### config.mk
export PLATFORM = sky130hd
export DESIGN_NAME = stack_req_ctrl
export DESIGN_NICKNAME = d
export VERILOG_FILES = /design/src/rtl/stack_pkg.sv /design/src/rtl/stack_occ_counter.sv /design/src/rtl/stack_req_ctrl.sv
export SDC_FILE = /design/constraint.sdc
export NUM_CORES = 1
export LEC_CHECK = 0
export BUFFER_PORTS_ARGS = -buffer_cell sky130_fd_sc_hd__buf_2
export CORE_ASPECT_RATIO = 1.1
export CORE_MARGIN = 5
export CORE_UTILIZATION = 44
export CTS_CLUSTER_DIAMETER = 30
export CTS_CLUSTER_SIZE = 14
export DETAILED_ROUTE_END_ITERATION = 7
export GPL_TIMING_DRIVEN = 0
export PLACE_DENSITY = 0.8
export SLEW_MARGIN = 10
export SYNTH_ARGS = -nofsm -noshare
export SYNTH_HDL_FRONTEND = slang
export SYNTH_SLANG_ARGS = --single-unit
### constraint.sdc
create_clock -name clk -period 3.5 [get_ports clk]
set_input_delay 0.175 -clock clk [delete_from_list [all_inputs] [get_ports clk]]
set_output_delay 0.175 -clock clk [all_outputs]
set_load 0.01 [all_outputs]
### src/rtl/stack_pkg.sv
// Shared encodings for the stack request controller: op codes, response status codes, FSM states.
package stack_pkg;

    typedef enum logic {
        OP_PUSH = 1'b0,
        OP_POP  = 1'b1
    } op_e;

    typedef enum logic [1:0] {
        ST_OK  = 2'b00,
        ST_OVF = 2'b01,
        ST_UNF = 2'b10,
        ST_ERR = 2'b11
    } status_e;

    typedef enum logic [1:0] {
        S_IDLE  = 2'b00,
        S_ISSUE = 2'b01,
        S_WAIT  = 2'b10,
        S_RESP  = 2'b11
    } state_e;

endpackage

### src/rtl/stack_occ_counter.sv
// Shadow occupancy counter, 0..DEPTH, saturating at both ends; full/empty flags are combinational.
// Latency: count updates one cycle after inc/dec. No backpressure; inc at full and dec at empty are ignored.
module stack_occ_counter #(
    parameter int DEPTH = 16
) (
    input  logic                   clk,
    input  logic                   reset,
    input  logic                   inc,
    input  logic                   dec,
    output logic [$clog2(DEPTH):0] count,
    output logic                   full,
    output logic                   empty
);

    localparam int CW = $clog2(DEPTH) + 1;

    assign full  = (count == CW'(DEPTH));
    assign empty = (count == '0);

    always_ff @(posedge clk or negedge reset) begin
        if (!reset) begin
            count <= '0;
        end else if (inc && !dec && !full) begin
            count <= count + CW'(1);
        end else if (dec && !inc && !empty) begin
            count <= count - CW'(1);
        end
    end

endmodule

### src/rtl/stack_req_ctrl.sv
// Request front-end for an 8-bit LIFO: one push/pop pulse per accepted request, shadow occupancy, status response.
// Latency accept->rsp_valid: push 3, pop 2+POP_LATENCY, rejected 1. Response held until rsp_ready; one request in flight.
// Optional statistics counters are built only when STACK_REQ_CTRL_STATS_EN is defined.
module stack_req_ctrl
    import stack_pkg::*;
#(
    parameter int DATA_WIDTH  = 8,
    parameter int DEPTH       = 16,
    parameter int POP_LATENCY = 1,
    parameter int STAT_WIDTH  = 16
) (
    input  logic                   clk,
    input  logic                   reset,
    input  logic                   req_valid,
    output logic                   req_ready,
    input  logic                   req_op,
    input  logic [DATA_WIDTH-1:0]  req_data,
    output logic                   rsp_valid,
    input  logic                   rsp_ready,
    output logic [DATA_WIDTH-1:0]  rsp_data,
    output logic [1:0]             rsp_status,
    output logic                   stk_push,
    output logic                   stk_pop,
    output logic [DATA_WIDTH-1:0]  stk_data_in,
    input  logic [DATA_WIDTH-1:0]  stk_data_out,
    input  logic                   stk_error,
    output logic [$clog2(DEPTH):0] occupancy,
    output logic [STAT_WIDTH-1:0]  stat_push,
    output logic [STAT_WIDTH-1:0]  stat_pop,
    output logic [STAT_WIDTH-1:0]  stat_rej
);

    localparam int WCW = (POP_LATENCY > 1) ? $clog2(POP_LATENCY + 1) : 1;

    state_e                  state_q, state_d;
    logic                    run_q;
    op_e                     op_q;
    logic [DATA_WIDTH-1:0]   data_q;
    logic [WCW-1:0]          wait_q;
    logic                    accept, reject, wait_last;
    logic                    occ_inc, occ_dec, occ_full, occ_empty;

    always_ff @(posedge clk or negedge reset) begin
        if (!reset) begin
            state_q <= S_IDLE;
        end else begin
            state_q <= state_d;
        end
    end

    always_comb begin
        state_d   = state_q;
        req_ready = 1'b0;
        rsp_valid = 1'b0;
        stk_push  = 1'b0;
        stk_pop   = 1'b0;
        accept    = 1'b0;
        reject    = 1'b0;
        wait_last = 1'b0;
        unique case (state_q)
            S_IDLE: begin
                // run_q keeps req_ready low for the first cycle out of reset
                req_ready = run_q;
                if (req_valid && run_q) begin
                    accept  = 1'b1;
                    reject  = ((op_e'(req_op) == OP_PUSH) && occ_full) ||
                              ((op_e'(req_op) == OP_POP)  && occ_empty);
                    state_d = reject ? S_RESP : S_ISSUE;
                end
            end
            S_ISSUE: begin
                stk_push = (op_q == OP_PUSH);
                stk_pop  = (op_q == OP_POP);
                state_d  = S_WAIT;
            end
            S_WAIT: begin
                if (wait_q == WCW'(1)) begin
                    wait_last = 1'b1;
                    state_d   = S_RESP;
                end
            end
            S_RESP: begin
                rsp_valid = 1'b1;
                if (rsp_ready) begin
                    state_d = S_IDLE;
                end
            end
            default: state_d = S_IDLE;
        endcase
    end

    always_ff @(posedge clk or negedge reset) begin
        if (!reset) begin
            run_q      <= 1'b0;
            op_q       <= OP_PUSH;
            data_q     <= '0;
            wait_q     <= '0;
            rsp_data   <= '0;
            rsp_status <= ST_OK;
        end else begin
            run_q <= 1'b1;
            if (accept) begin
                op_q   <= op_e'(req_op);
                data_q <= req_data;
                if (reject) begin
                    rsp_data   <= '0;
                    rsp_status <= (op_e'(req_op) == OP_PUSH) ? ST_OVF : ST_UNF;
                end
            end
            if (state_q == S_ISSUE) begin
                wait_q <= (op_q == OP_POP) ? WCW'(POP_LATENCY) : WCW'(1);
            end else if (state_q == S_WAIT && !wait_last) begin
                wait_q <= wait_q - WCW'(1);
            end
            if (wait_last) begin
                if (stk_error) begin
                    rsp_data   <= '0;
                    rsp_status <= ST_ERR;
                end else begin
                    rsp_data   <= (op_q == OP_POP) ? stk_data_out : '0;
                    rsp_status <= ST_OK;
                end
            end
        end
    end

    assign stk_data_in = data_q;
    assign occ_inc     = wait_last && !stk_error && (op_q == OP_PUSH);
    assign occ_dec     = wait_last && !stk_error && (op_q == OP_POP);

    stack_occ_counter #(
        .DEPTH (DEPTH)
    ) u_occ (
        .clk   (clk),
        .reset (reset),
        .inc   (occ_inc),
        .dec   (occ_dec),
        .count (occupancy),
        .full  (occ_full),
        .empty (occ_empty)
    );

`ifdef STACK_REQ_CTRL_STATS_EN
    logic [STAT_WIDTH-1:0] push_q, pop_q, rej_q;

    always_ff @(posedge clk or negedge reset) begin
        if (!reset) begin
            push_q <= '0;
            pop_q  <= '0;
            rej_q  <= '0;
        end else begin
            if (occ_inc && !(&push_q)) push_q <= push_q + STAT_WIDTH'(1);
            if (occ_dec && !(&pop_q))  pop_q  <= pop_q + STAT_WIDTH'(1);
            if (reject && !(&rej_q))   rej_q  <= rej_q + STAT_WIDTH'(1);
        end
    end

    assign stat_push = push_q;
    assign stat_pop  = pop_q;
    assign stat_rej  = rej_q;
`else
    assign stat_push = '0;
    assign stat_pop  = '0;
    assign stat_rej  = '0;
`endif

endmodule

# [After elaboration in Yosys (flattened, before gate mapping)]
# Cells that the tools add are included.
[totals] ff_bits=28 latchBits=0 ram_bits=0 rom_bits=0 elab_cells=75 memories=0
[classes] add_sub_neg=3 multipliers=0 div_mod_pow=0 order_cmp=0 eq_ne=7 shifts=0 n_mux=29 bitwise=2 reduce_logical=26
[op_table] cell="two-way mux 8 bit" count=5
[op_table] cell="two-way mux 2 bit" count=9
[op_table] cell="two-way mux 1 bit" count=12
[op_table] cell="logical AND 1 bit" count=11
[op_table] cell="two-way mux 5 bit" count=2
[op_table] cell="one-hot mux 2 bit (4 select lines)" count=1
[op_table] cell="nonzero test 2 bit" count=4
[op_table] cell="logical NOT 1 bit" count=6
[op_table] cell="!= test 2 bit (second input constant)" count=3
[op_table] cell="adder 5 x 1 -> 5 bit (second input constant)" count=1
[op_table] cell="== test 5 bit (second input constant)" count=1
[op_table] cell="logical NOT 5 bit" count=1
[op_table] cell="subtractor 5 x 1 -> 5 bit (second input constant)" count=1
[op_table] cell="== test 2 bit (second input constant)" count=2
[op_table] cell="AND reduction 3 bit" count=1
[op_table] cell="== test 2 x 1 -> 1 bit (second input constant)" count=1
[op_table] cell="logical NOT 2 bit" count=1
[op_table] cell="inverter 1 bit" count=2
[op_table] cell="AND reduction 2 bit" count=1
[op_table] cell="logical OR 1 bit" count=1
[op_table] cell="subtractor 1 bit (second input constant)" count=1

# [Depth between registers and ports, before layout]
[depth] word_depth=9 mapped_depth=11 mapped_depth_nobuf=11

# [Modules after synthesis]
# Synthesis repeated with hierarchy kept, for this count alone.
[hier_totals] hier_cells=168 area_unflattened_um2=1785.5
[modules_own_cells] module="stack_req_ctrl" instances=1 cells_each=127 area_per_inst_um2=1377.6
[modules_own_cells] module="stack_occ_counter" instances=1 cells_each=41 area_per_inst_um2=407.9

# [Worst setup path before layout]
# Ideal clock, no wire load.
[synth_path] kind="flip-flop to flip-flop" from="register u_occ.count[1]" to="register u_occ.count[4]" arrival_time_ps=2500 required_time_ps=3367 slack_ps=867 path_stages_with_launch=8 path_buffers=0 synth_period_minus_slack_ps=2633 path_cell_list="dfrtp_1 or4_4 o211ai_1 inv_1 fa_1 nand3b_1 a2111oi_0 o2bb2ai_1"
[synth_between] elab_chain_cells=4 word_cells_on_any_way=11 classes_between="2 x add/sub; 1 x eq/ne; 2 x mux; 6 x reduce/logical"
[synth_lines] item="start, declared" line="stack_occ_counter.sv:10" rtl="output logic [$clog2(DEPTH):0] count,"
[synth_lines] item="start signal, assigned" line="stack_occ_counter.sv:24" rtl="count <= count + CW'(1);"
[synth_lines] item="start signal, assigned" line="stack_occ_counter.sv:26" rtl="count <= count - CW'(1);"
[synth_lines] item="parallel branches: the longest is 4 deep, another holds subtractor 5 x 1 -> 5 bit"
# Parallel ways; which one is timed is not known. The select of a mux whose other input is x is not followed.
# A chain may end at the register's enable or synchronous reset.

# [Worst setup path after layout]
# Same ends and word-level chain as after synthesis.

==> impl_metrics.ini <==
[status]
status = finished, final reports clean

[grt]
grt_max_degree = 29
gr-total-overflow = 0
grt_pass1_wl_mm = 5.62
grt_usage_pct = 12.9
grt_pass1_vias = 1302
antenna_found_initial = 0

[timing]
setup_viol = 0
final.period_utilization_pct = 80.9
max-slew-margin-rel_pct = 58.6
fmax_mhz = 353
worst_slew_pin_slew_ns = 0.619
layout_min_cycle_time_ns = 2.83
skew_ns = 0.00364
grt_setup_unrepaired = false
maxSlewViolCount = 0
setup_tns_ns = 0
finalHoldViolCount = 0

[yosys]
synth_area_leader_cell = dfrtp_1
synthTopCellsByCount = buf_4, dfrtp_1, inv_1
yosys.area.top_type_share_pct = 40.9
async_reset_ff_share_pct = 100
yosysSeqAreaShare_pct = 40.9
synth_edf_count = 0
yosys_warnings = 0
avgSynthCellArea_um2 = 10.5
ys_ff_latch = 28
netlist_instances = 164
yosysUniqueCellTypes = 32
synthTopCellsByArea = dfrtp_1, buf_4, ha_1
synth-main-ff-cell = dfrtp_1
synthesis.area_um2 = 1710
synth.most_common_cell = buf_4

[routing]
vias_per_cell = 4.11
finalWirelength_mm = 3.43
firstDrtPassIters = 4
drc = 0
wl_per_cell_um = 10.9
drt_iter0_markers = 28
antenna_left = 0
dr_total_vias = 1289

[clocking]
cts_hold_buf = 1
cts_buffer_depth = 2
clkLatencyLatePin_ns = 0.27
cts_resized = 0
cts.sinks = 28
cts_root_buf = clkbuf_8
cts_buffers = 3
post-cts-setup-buffer-count = 0
htreeDepth = 1
clkTransAtPathRegs_ns = 0.09
cts_tree = done

[place]
dpl_cell_area_um2 = 2190
port_buffers = 48
gp_congestion = 0.796
dp_hpwl_mm = 2.88

[pwr]
ir_drop_uv = 399
p_leak_uw = 0.00128
total_power_uw = 1560
p_per_area_nw_per_um2 = 690

[finish]
drive_gt1_share_pct = 42.8
fillers = 340
fin_nets = 296
antenna_cells = 0
stdcell_area_um2 = 2260
area_growth_pct = 31.8

[die]
ios = 97
core_um2 = 3710
start_util_pct = 46.2
die_w_um = 69.5
num_rows = 23
dieArea_um2 = 5250
die_height_um = 75.5

[run]
drv_cap = 0

[critical_path]
crit_path_max_fanout = 6
cpMaxStageDelayCell = or4_4
cp_cell_sequence = or4_4, o211ai_1, inv_1, fa_1, nand3b_1, a2111oi_0, o2bb2ai_1
cp-start-kind = register
crit_type = reg2reg
crit_required_ns = 3.65
endpoint_kind = register
path_buf_inv = 1
path_delay_family = compound AO/OA/AOI/OAI gates
worstPathArrival_ns = 2.98
slowest_delay_ns = 0.60

[min_path]
hold_class = in2reg
## placed cells by master (no fill, tap or decap), drive strengths merged, types with 2 or more instances in the layout
cell type,netlist,final
a21oi,8,8
buf,49,97
nand2,7,7
a31o,2,2
inv,11,11
o22ai,2,2
conb,2,49
mux2i,2,2
ha,8,8
dfrtp,28,28
o21ai,5,5
and2,2,2
mux2,8,8
nor2,2,2
clkbuf,0,4
nand3,3,3
nand3b,2,2
a22o,8,8
xnor2,4,4
## per-layer routing
metal  share of wire (%)  global-route usage, %  vias up
met4                0.23                   2.82        0
li1                    -                      -      659
met3                 9.9                   4.88        2
met1                  39                   14.9      578
met2                  51                   23.3       50
met5                   0                      0        -
## power by group
group	switching, uW	internal, uW
Clock	95.9	101
Combinational	416	377
Sequential	104	463
## path summary, 6_finish.rpt
path	cells after the start	end	slack (ns)	start
max in group asynchronous	2	op_q	2.64	reset
worst min-delay path	2	rsp_data[7]	0.12	stk_data_out[7]
worst max-delay path	7	u_occ.count[4]	0.67	u_occ.count[1]
worst max register to register	7	u_occ.count[4]	0.67	u_occ.count[1]
worst min register to register	1	stk_data_in[1]	0.51	stk_data_in[1]
min in group asynchronous	2	rsp_data[7]	0.46	reset
## cells by family after synthesis
| group | after synthesis | share of synthesized area [%] |
|---|---|---|
| multiplexers | 10 | 6.42 |
| adder cells (fa/ha/maj) | 9 | 7.01 |
| flip-flops | 28 | 40.9 |
| other | 2 | 0.438 |
| buffers and inverters | 60 | 23.6 |
| XOR/XNOR | 5 | 2.55 |
| AO/OA/AOI/OAI | 29 | 11.9 |
| AND/OR/NAND/NOR | 21 | 7.15 |
## flip-flops by register name, indices dropped and copies added, names as in the netlist
name / count
wait_q: 1
op_q: 1
state_q: 2
stk_data_in: 8
run_q: 1
u_occ.count: 5
rsp_data: 8
rsp_status: 2
## final cells by class
type	instances	area [um^2]	area share [%]
Clock buffer	4	55.1	2.44
Buffer	49	364	16.1
Inverter	11	41.3	1.83
Multi-Input combinational cell	123	785	34.7
Tap cell	50	62.6	2.77
Sequential cell	28	701	31.0
Timing Repair Buffer	49	250	11.1
## stage by stage
stage | util [%] | hold slack (ns) | setup WS, ns | instances
after floorplan | - | -0.121 | 0.867 | 211
after global placement | 59.1 | 0.221 | 0.716 | 309
after detailed placement | 59.1 | 0.228 | 0.670 | 309
after CTS | 60.8 | 0.116 | 0.654 | 314
after global routing | 60.8 | 0.113 | 0.485 | 314
final | 60.8 | 0.121 | 0.668 | 314
(Power assumes the default switching activity.)
